<file path="src/rtl/nios_system_avalon_st_pkg.sv">
// Shared Avalon-ST widths, beat payload and symbol selection helper.
package nios_system_avalon_st_pkg;

    localparam int unsigned IN_SYMBOLS = 4;
    localparam int unsigned SYMBOL_W   = 8;
    localparam int unsigned CHANNEL_W  = 2;
    localparam int unsigned ERROR_W    = 6;
    localparam int unsigned EMPTY_W    = 2;
    localparam int unsigned DATA_W     = IN_SYMBOLS * SYMBOL_W;

    typedef struct packed {
        logic [DATA_W-1:0]    data;
        logic [CHANNEL_W-1:0] channel;
        logic [ERROR_W-1:0]   error;
        logic                 sop;
        logic                 eop;
        logic [EMPTY_W-1:0]   empty;
    } st_beat;

    // Symbol 0 lives in the high-order bits of the word.
    function automatic logic [SYMBOL_W-1:0] symbol_sel(input logic [DATA_W-1:0] word,
                                                       input logic [EMPTY_W-1:0] idx);
        logic [DATA_W-1:0] w_shift;
        w_shift = word << (SYMBOL_W * 32'(idx));
        return w_shift[DATA_W-1 -: SYMBOL_W];
    endfunction

endpackage

</file>
<file path="src/rtl/blk_5ae238_if.sv">
// Avalon-ST stream bundle; DATA_W sets the data bus width.
interface blk_5ae238_if
    import nios_system_avalon_st_pkg::*;
#(
    parameter int unsigned DATA_W = 32
);
    logic                 valid;
    logic                 ready;
    logic [DATA_W-1:0]    data;
    logic [CHANNEL_W-1:0] channel;
    logic [ERROR_W-1:0]   error;
    logic                 startofpacket;
    logic                 endofpacket;
    logic [EMPTY_W-1:0]   empty;

    modport master (
        output valid, data, channel, error, startofpacket, endofpacket, empty,
        input  ready
    );

    modport slave (
        input  valid, data, channel, error, startofpacket, endofpacket, empty,
        output ready
    );
endinterface

</file>
<file path="src/rtl/blk_5ae238_unpacker.sv">
// Holding register, symbol index counter and symbol mux for the width-narrowing adapter.
module nios_system_avalon_st_adapter_001_data_format_adapter_0_unpacker
    import nios_system_avalon_st_pkg::*;
(
    input  logic                 clk,
    input  logic                 rst_n,
    input  logic                 i_load,
    input  logic                 i_advance,
    input  st_beat               i_beat,
    output logic                 o_hold_valid,
    output logic                 o_last_c,
    output logic [SYMBOL_W-1:0]  o_data_c,
    output logic [CHANNEL_W-1:0] o_channel,
    output logic [ERROR_W-1:0]   o_error,
    output logic                 o_sop_c,
    output logic                 o_eop_c
);

    logic                 r_hold_valid;
    logic [EMPTY_W-1:0]   r_sym_idx;
    logic [EMPTY_W-1:0]   r_last_idx;
    logic [DATA_W-1:0]    r_data;
    logic [CHANNEL_W-1:0] r_channel;
    logic [ERROR_W-1:0]   r_error;
    logic                 r_sop;
    logic                 r_eop;

    logic [EMPTY_W-1:0]   w_load_last_idx;
    logic                 w_last;

    // Empty only trims the eop beat; other beats always carry every symbol.
    assign w_load_last_idx = i_beat.eop ? (EMPTY_W'(IN_SYMBOLS - 1) - i_beat.empty)
                                        : EMPTY_W'(IN_SYMBOLS - 1);
    assign w_last          = (r_sym_idx == r_last_idx);

    always_ff @(posedge clk or negedge rst_n) begin
        if (!rst_n) begin
            r_hold_valid <= 1'b0;
            r_sym_idx    <= '0;
            r_last_idx   <= '0;
            r_data       <= '0;
            r_channel    <= '0;
            r_error      <= '0;
            r_sop        <= 1'b0;
            r_eop        <= 1'b0;
        end else if (i_load) begin
            r_hold_valid <= 1'b1;
            r_sym_idx    <= '0;
            r_last_idx   <= w_load_last_idx;
            r_data       <= i_beat.data;
            r_channel    <= i_beat.channel;
            r_error      <= i_beat.error;
            r_sop        <= i_beat.sop;
            r_eop        <= i_beat.eop;
        end else if (i_advance) begin
            if (w_last) begin
                r_hold_valid <= 1'b0;
                r_sym_idx    <= '0;
            end else begin
                r_sym_idx    <= r_sym_idx + EMPTY_W'(1);
            end
        end
    end

    assign o_hold_valid = r_hold_valid;
    assign o_last_c     = w_last;
    assign o_data_c     = symbol_sel(r_data, r_sym_idx);
    assign o_channel    = r_channel;
    assign o_error      = r_error;
    assign o_sop_c      = r_sop && (r_sym_idx == '0);
    assign o_eop_c      = r_eop && w_last;

endmodule

</file>
<file path="src/rtl/blk_5ae238.sv">
// Avalon-ST 32-bit to 8-bit data-format adapter: ready/valid glue around the unpacker.
module blk_5ae238
    import nios_system_avalon_st_pkg::*;
(
    input  logic         clk,
    input  logic         reset_n,
    blk_5ae238_if.slave  st_in,
    blk_5ae238_if.master st_out
);

    st_beat w_beat;
    logic   w_hold_valid;
    logic   w_last;
    logic   w_in_ready;
    logic   w_accept;
    logic   w_advance;

    assign w_beat.data    = st_in.data;
    assign w_beat.channel = st_in.channel;
    assign w_beat.error   = st_in.error;
    assign w_beat.sop     = st_in.startofpacket;
    assign w_beat.eop     = st_in.endofpacket;
    assign w_beat.empty   = st_in.empty;

    // Ready looks through to out_ready on the last symbol so words stream without a bubble.
    assign w_in_ready = !w_hold_valid || (st_out.ready && w_last);
    assign w_accept   = st_in.valid && w_in_ready;
    assign w_advance  = w_hold_valid && st_out.ready;

    assign st_in.ready  = w_in_ready;
    assign st_out.valid = w_hold_valid;
    assign st_out.empty = '0;

    nios_system_avalon_st_adapter_001_data_format_adapter_0_unpacker u_unpacker (
        .clk          (clk),
        .rst_n        (reset_n),
        .i_load       (w_accept),
        .i_advance    (w_advance),
        .i_beat       (w_beat),
        .o_hold_valid (w_hold_valid),
        .o_last_c     (w_last),
        .o_data_c     (st_out.data),
        .o_channel    (st_out.channel),
        .o_error      (st_out.error),
        .o_sop_c      (st_out.startofpacket),
        .o_eop_c      (st_out.endofpacket)
    );

endmodule

</file>
<file path="src/flat_wrapper.sv">
// flat-port wrapper written by rule: the top's interface ports become plain ports
module blk_5ae238_flat import nios_system_avalon_st_pkg::*;
  (clk, reset_n, st_in_valid, st_in_data, st_in_channel, st_in_error, st_in_startofpacket, st_in_endofpacket, st_in_empty, st_in_ready, st_out_valid, st_out_data, st_out_channel, st_out_error, st_out_startofpacket, st_out_endofpacket, st_out_empty, st_out_ready);
  blk_5ae238_if #(.DATA_W(32)) st_in_i ();
  blk_5ae238_if #(.DATA_W(8)) st_out_i ();
  input  logic clk;
  input  logic reset_n;
  input wire logic [$bits(st_in_i.valid)-1:0] st_in_valid;
  input wire logic [$bits(st_in_i.data)-1:0] st_in_data;
  input wire logic [$bits(st_in_i.channel)-1:0] st_in_channel;
  input wire logic [$bits(st_in_i.error)-1:0] st_in_error;
  input wire logic [$bits(st_in_i.startofpacket)-1:0] st_in_startofpacket;
  input wire logic [$bits(st_in_i.endofpacket)-1:0] st_in_endofpacket;
  input wire logic [$bits(st_in_i.empty)-1:0] st_in_empty;
  output wire logic [$bits(st_in_i.ready)-1:0] st_in_ready;
  output wire logic [$bits(st_out_i.valid)-1:0] st_out_valid;
  output wire logic [$bits(st_out_i.data)-1:0] st_out_data;
  output wire logic [$bits(st_out_i.channel)-1:0] st_out_channel;
  output wire logic [$bits(st_out_i.error)-1:0] st_out_error;
  output wire logic [$bits(st_out_i.startofpacket)-1:0] st_out_startofpacket;
  output wire logic [$bits(st_out_i.endofpacket)-1:0] st_out_endofpacket;
  output wire logic [$bits(st_out_i.empty)-1:0] st_out_empty;
  input wire logic [$bits(st_out_i.ready)-1:0] st_out_ready;
  assign st_in_i.valid = st_in_valid;
  assign st_in_i.data = st_in_data;
  assign st_in_i.channel = st_in_channel;
  assign st_in_i.error = st_in_error;
  assign st_in_i.startofpacket = st_in_startofpacket;
  assign st_in_i.endofpacket = st_in_endofpacket;
  assign st_in_i.empty = st_in_empty;
  assign st_in_ready = st_in_i.ready;
  assign st_out_valid = st_out_i.valid;
  assign st_out_data = st_out_i.data;
  assign st_out_channel = st_out_i.channel;
  assign st_out_error = st_out_i.error;
  assign st_out_startofpacket = st_out_i.startofpacket;
  assign st_out_endofpacket = st_out_i.endofpacket;
  assign st_out_empty = st_out_i.empty;
  assign st_out_i.ready = st_out_ready;
  blk_5ae238 u_core (.clk(clk), .reset_n(reset_n), .st_in(st_in_i), .st_out(st_out_i));
endmodule
</file>
<file path="config.mk">
export PLATFORM = sky130hd
export DESIGN_NAME = blk_5ae238_flat
export DESIGN_NICKNAME = d
export VERILOG_FILES = /design/src/rtl/nios_system_avalon_st_pkg.sv /design/src/rtl/blk_5ae238_if.sv /design/src/rtl/blk_5ae238_unpacker.sv /design/src/rtl/blk_5ae238.sv /design/src/flat_wrapper.sv
export SDC_FILE = /design/constraint.sdc
export NUM_CORES = 1
export LEC_CHECK = 0
export ABC_AREA = 1
export CAP_MARGIN = 5
export CORE_ASPECT_RATIO = 0.7
export CORE_UTILIZATION = 40
export CTS_CLUSTER_SIZE = 40
export DETAILED_ROUTE_END_ITERATION = 8
export PLACE_DENSITY_LB_ADDON = 0.12
export SLEW_MARGIN = 10
export SYNTH_ARGS = -nofsm -noshare
export SYNTH_HDL_FRONTEND = slang
export SYNTH_SLANG_ARGS = --single-unit
export TNS_END_PERCENT = 10
</file>
<file path="constraint.sdc">
create_clock -name clk -period 1.9 [get_ports clk]
set_clock_uncertainty 0.15 [all_clocks]
set_input_delay 0.38 -clock clk [delete_from_list [all_inputs] [get_ports clk]]
set_output_delay 0.38 -clock clk [all_outputs]
set_load 0.01 [all_outputs]
</file>
---- Yosys cells after proc, flatten, opt, wreduce, memory -nomap -nowiden ----
Index checks and enable logic that the tools add are counted.
word-level totals
  register bits after elaboration ......... 47
  word-level logic and storage cells ...... 30
  input port bits ......................... 48
  output and inout bits ................... 22
cells by class
  mux-type cells .......................... 7
  add/sub/neg operators ................... 2
  eq/ne operators ......................... 1
  shift operators ......................... 1
  reduce and logical (&&, ||, !) cells .... 11
operators by type and width
  cell                 number
  $shl 32x5->32        1
  $mux 2               4
  $logic_and 1x1->1    5
  $reduce_bool 2->1    2
  $mux 1               3
  $add 2x1->2 const B  1
  $eq 2x2->1           1
  $logic_not 2->1      1
  $reduce_and 2->1     1
  $sub 2x2->2 const A  1
  $logic_not 1->1      1
  $logic_or 1x1->1     1

---- Depth between registers and ports, before layout ----
  word-level depth ........................ 6
  depth in mapped cells ................... 10
  gate-level depth less buffers ........... 8

---- Hierarchy ----
From an unflattened synthesis, not the netlist that was laid out.
unflattened totals
  cells, all modules ...................... 264
  area total of the unflattened synthesis .. 2232.1 µm²
modules (own cells, without submodules)
  module                                                            seq. area each (µm²)  instances  cells each  area each (µm²)
  nios_system_avalon_st_adapter_001_data_format_adapter_0_unpacker  1176.1                1          255         2185.8
  blk_5ae238                                                        0.0                   1          9           46.3

---- Least setup slack after synthesis ----
OpenSTA, ideal clock, no wires.
  path kind ............................... flip-flop to output port
  start point ............................. reg u_core.u_unpacker.r_sym_idx[0]
  end point ............................... out st_out_data[6]
  arrival ................................. 1.130 ns
  slack ................................... 0.240 ns
  required time ........................... 1.370 ns
  path buffers ............................ 2
  stages on the path, launching flop included .. 6
  cell sequence ........................... dfrtp_1 buf_6 inv_6 clkbuf_1 o21ai_0 o22ai_1
on the way
  longest elaborated chain between the ends .. 1
RTL lines
  item                    line                             source
  start, declared         blk_5ae238_unpacker.sv:20        logic [EMPTY_W-1:0] r_sym_idx;
  start signal, assigned  blk_5ae238_unpacker.sv:60        r_sym_idx <= r_sym_idx + EMPTY_W'(1);
  $shl 32x5->32           nios_system_avalon_st_pkg.sv:24  w_shift = word << (SYMBOL_W * 32'(idx));
  end, declared           flat_wrapper.sv:17               output wire logic [$bits(st_out_i.data)-1:0] st_out_data;
Every way passes these cells.

---- Worst setup path in the final report ----
  start point ............................. reg u_core.u_unpacker.r_sym_idx[0]
  end point ............................... out st_in_ready
on the way
  longest elaborated chain between the ends .. 3
RTL lines
  item               line                       source
  $eq 2x2->1         blk_5ae238_unpacker.sv:34  assign w_last = (r_sym_idx == r_last_idx);
  $logic_and 1x1->1  blk_5ae238.sv:26           assign w_in_ready = !w_hold_valid || (st_out.ready && w_last);
  $logic_or 1x1->1   blk_5ae238.sv:26
  end, declared      flat_wrapper.sv:15         output wire logic [$bits(st_in_i.ready)-1:0] st_in_ready;
Every way passes these cells.

==> qor.yml <==
start_util_pct: 41.8
stdcell_area_um2: 3290
p_switching_w: 0.00205
hold_path.startpoint: "st_in_valid"
drtPass1Iterations: 4
place_congestion: 0.783
crit_arrival_ps: 1380
dieArea_um2: 6370
critPathMaxFanout: 2
min_path_type: "primary input to flop"
crit_buf_inv: 3
fin_ws_ps: -8.92
antenna_found_initial: 0
synthTopCellsByArea: "dfrtp_1 (49%), nand2_1 (15%), nand3_2 (12%)"
p_int_w: 0.00293
drive_gt1_share_pct: 24.9
fmax_ghz: 0.524
fp.dieW_um: 95.0
crit_top_cell: "buf_4"
clk_path_buf_depth: 2
synthesis.instances: 270
hpwl_um: 3770
hold_viol: 0
end_kind: "output port"
failed_checks: "setup timing"
swShare_pct: 41.1
avgSynthCellArea_um2: 8.96
p_leak_nw: 1.57
p_comb_share_pct: 52.1
ys.flop_type: "dfrtp_1"
power.density_nw_per_um2: 1510
reg2reg_from: "u_core.u_unpacker.r_sym_idx[1]$_DFFE_PN0P_"
cts_buffers: 5
synth_edf_count: 0
drt-vias-per-instance: 4.84
netlist.top_cell.by_area: "dfrtp_1"
grt_overflow: 0
yosysMostFrequentCell: "nand2_1"
track_usage_pct: 19.4
ys_seq_area_share_pct: 48.6
required_ps: 1370
async_reset_ff_share_pct: 100
core_area_um2: 5780
cap_violations: 0
ir_worst_vdd_uv: 711
fin_crit_sh_pct: 100
drtIter0Drc: 65
critPathLaunch: "u_core.u_unpacker.r_sym_idx[0]$_DFFE_PN0P_"
clock-sinks: 47
synth_top_area_share_pct: 48.6
critPathKind: "flop to output port"
crit_chain: "buf_4 > buf_4 > nand2_1 > nand2_2 > nand3_2 > nand2_4 > buf_6"
setup_viol: 2
start_kind: "flop"
place_area_um2: 3120
area_growth_pct: 35.8
num-fill-cells: 512
worst_path_dominant_cell_family: "buffers and inverters"
critPathMaxStageDelay_ps: 420
status: "finished with violations"
port_buffers: 67
vias: 2014
holdWs_ps: 229
p_clk_share_pct: 12.7
syn_area_um2: 2420
fp-row-count: 23
ys_ff_latch: 47
wl_per_cell_um: 13.5
grt_max_degree: 48
grt_setup_unrepaired: "yes"
wl_um: 5630
grt_pass1_vias: 1925
fin_crit_ps: 1910
diodes: 0
clkLatencyLatePin_ps: 290
io_pins: 70
h-tree-depth: 2
root_buffer: "clkbuf_8"
synthTopCellsByCount: "nand2_1 (98), dfrtp_1 (47), nand3_2 (29)"
drv_slew: 0
drc: 0
fin_setup_tns_ps: -12.5
synthDistinctLibCells: 21
drt.antenna.violating_nets: 0
yosys_warnings: 0
cts_tree: "built"
grt_pass1_wl_um: 9260
seq_power_share_pct: 35.2
clkSlewWorstSetupHoldPaths_ps: 80
nNetsFinal: 389
die_h_um: 67.1
crit_slowest_cell: "dfrtp_2"
## cell usage in the layout (no fill, tap or decap), types with 5 or more instances in the layout
| cell type | n |
|---|---|
| nand2_1 | 96 |
| clkdlybuf4s50_1 | 54 |
| dfrtp_1 | 45 |
| nand3_2 | 29 |
| nand3_1 | 17 |
| nor2_1 | 14 |
| buf_2 | 12 |
| o21ai_0 | 9 |
| o22ai_1 | 8 |
| o21ai_2 | 6 |
| inv_1 | 6 |
| clkbuf_8 | 6 |
| buf_6 | 6 |
| buf_12 | 5 |
## cell families (layout without fill, tap and decap cells)
logic type      after synthesis  in the layout  synth area share (%)
other cells                   1              2                 0.155
buf+inv                      29             99                  9.67
flops                        47             47                  48.6
compound gates               26             26                  5.84
mux                           1              1                 0.414
fa+ha+maj                     1              1                 0.517
simple gates                165            165                  34.8
## routing by layer
layer	share of wire (%)	global-route usage, %
met2	42	28.9
met5	0	0
met4	0.98	5.68
met1	51	28.1
met3	6.1	4.11
## stage by stage
step	setup WS [ps]	instances	utilization [%]	power [W]
finish	-8.92	416	56.8	0.00498
global route	-77.9	416	56.8	0.00541
CTS	-52.6	416	56.1	0.00493
detailed placement	-241	403	54.0	0.00429
global placement	-247	403	54.0	0.00425
floorplan	240	271	-	0.00340
## registers in the layout, indices dropped and copies added, names as in the netlist
| register | count |
|---|---|
| u_core.u_unpacker.o_error | 6 |
| u_core.u_unpacker.r_sop | 1 |
| u_core.u_unpacker.o_hold_valid | 1 |
| u_core.u_unpacker.o_channel | 2 |
| u_core.u_unpacker.r_data | 32 |
| u_core.u_unpacker.r_eop | 1 |
| u_core.u_unpacker.r_last_idx | 2 |
| u_core.u_unpacker.r_sym_idx | 2 |
## tightest hold or removal path, stage by stage
cell     delay (ps)
buf_2           150
inv_1            70
nand2_1          50
## path summary, 6_finish.rpt
path,end,slack [ps],cells after the start
setup / recovery,st_in_ready,-9,7
hold / removal,u_core.u_unpacker.o_hold_valid$_DFFE_PN0P_,230,3
setup reg to reg,u_core.u_unpacker.r_data[2]$_DFFE_PN0P_,90,11
hold reg to reg,u_core.u_unpacker.o_channel[0]$_DFFE_PN0P_,330,2
max in group asynchronous,u_core.u_unpacker.o_hold_valid$_DFFE_PN0P_,910,3
min in group asynchronous,u_core.u_unpacker.r_data[5]$_DFFE_PN0P_,440,3
## cell type report
type,count,area [um2],area share (%)
Clock buffer,7,86.3,2.63
Clock inverter,1,8.76,0.266
Inverter,8,40.0,1.22
Multi-Input combinational cell,195,1060,32.2
Sequential cell,47,1180,35.9
Tap cell,75,93.8,2.85
Timing Repair Buffer,82,816,24.8
Timing Repair inverter,1,6.26,0.190
## power by group through the flow
stage / sequential (W) / clock (W) / combinational (W)
6_report: 0.00175 / 0.000630 / 0.00259
3_3_place_gp: 0.00175 / 0 / 0.00250
2_1_floorplan: 0.00172 / 0 / 0.00168
5_1_grt: 0.00182 / 0.000692 / 0.00290
3_5_place_dp: 0.00175 / 0 / 0.00253
4_1_cts: 0.00174 / 0.000654 / 0.00254
## timing repair
| item | 4_1_cts | 5_1_grt |
|---|---|---|
| hold buffers | 1 | 0 |
| setup endpoints to repair | 43 | 41 |
| setup buffers | 3 | 0 |
| cloned | 1 | 0 |
| pin swaps | 2 | 6 |
| resized for setup | 64 | 14 |
| hold endpoints to repair | 47 | 0 |
Power figures use the tool's default switching activity.
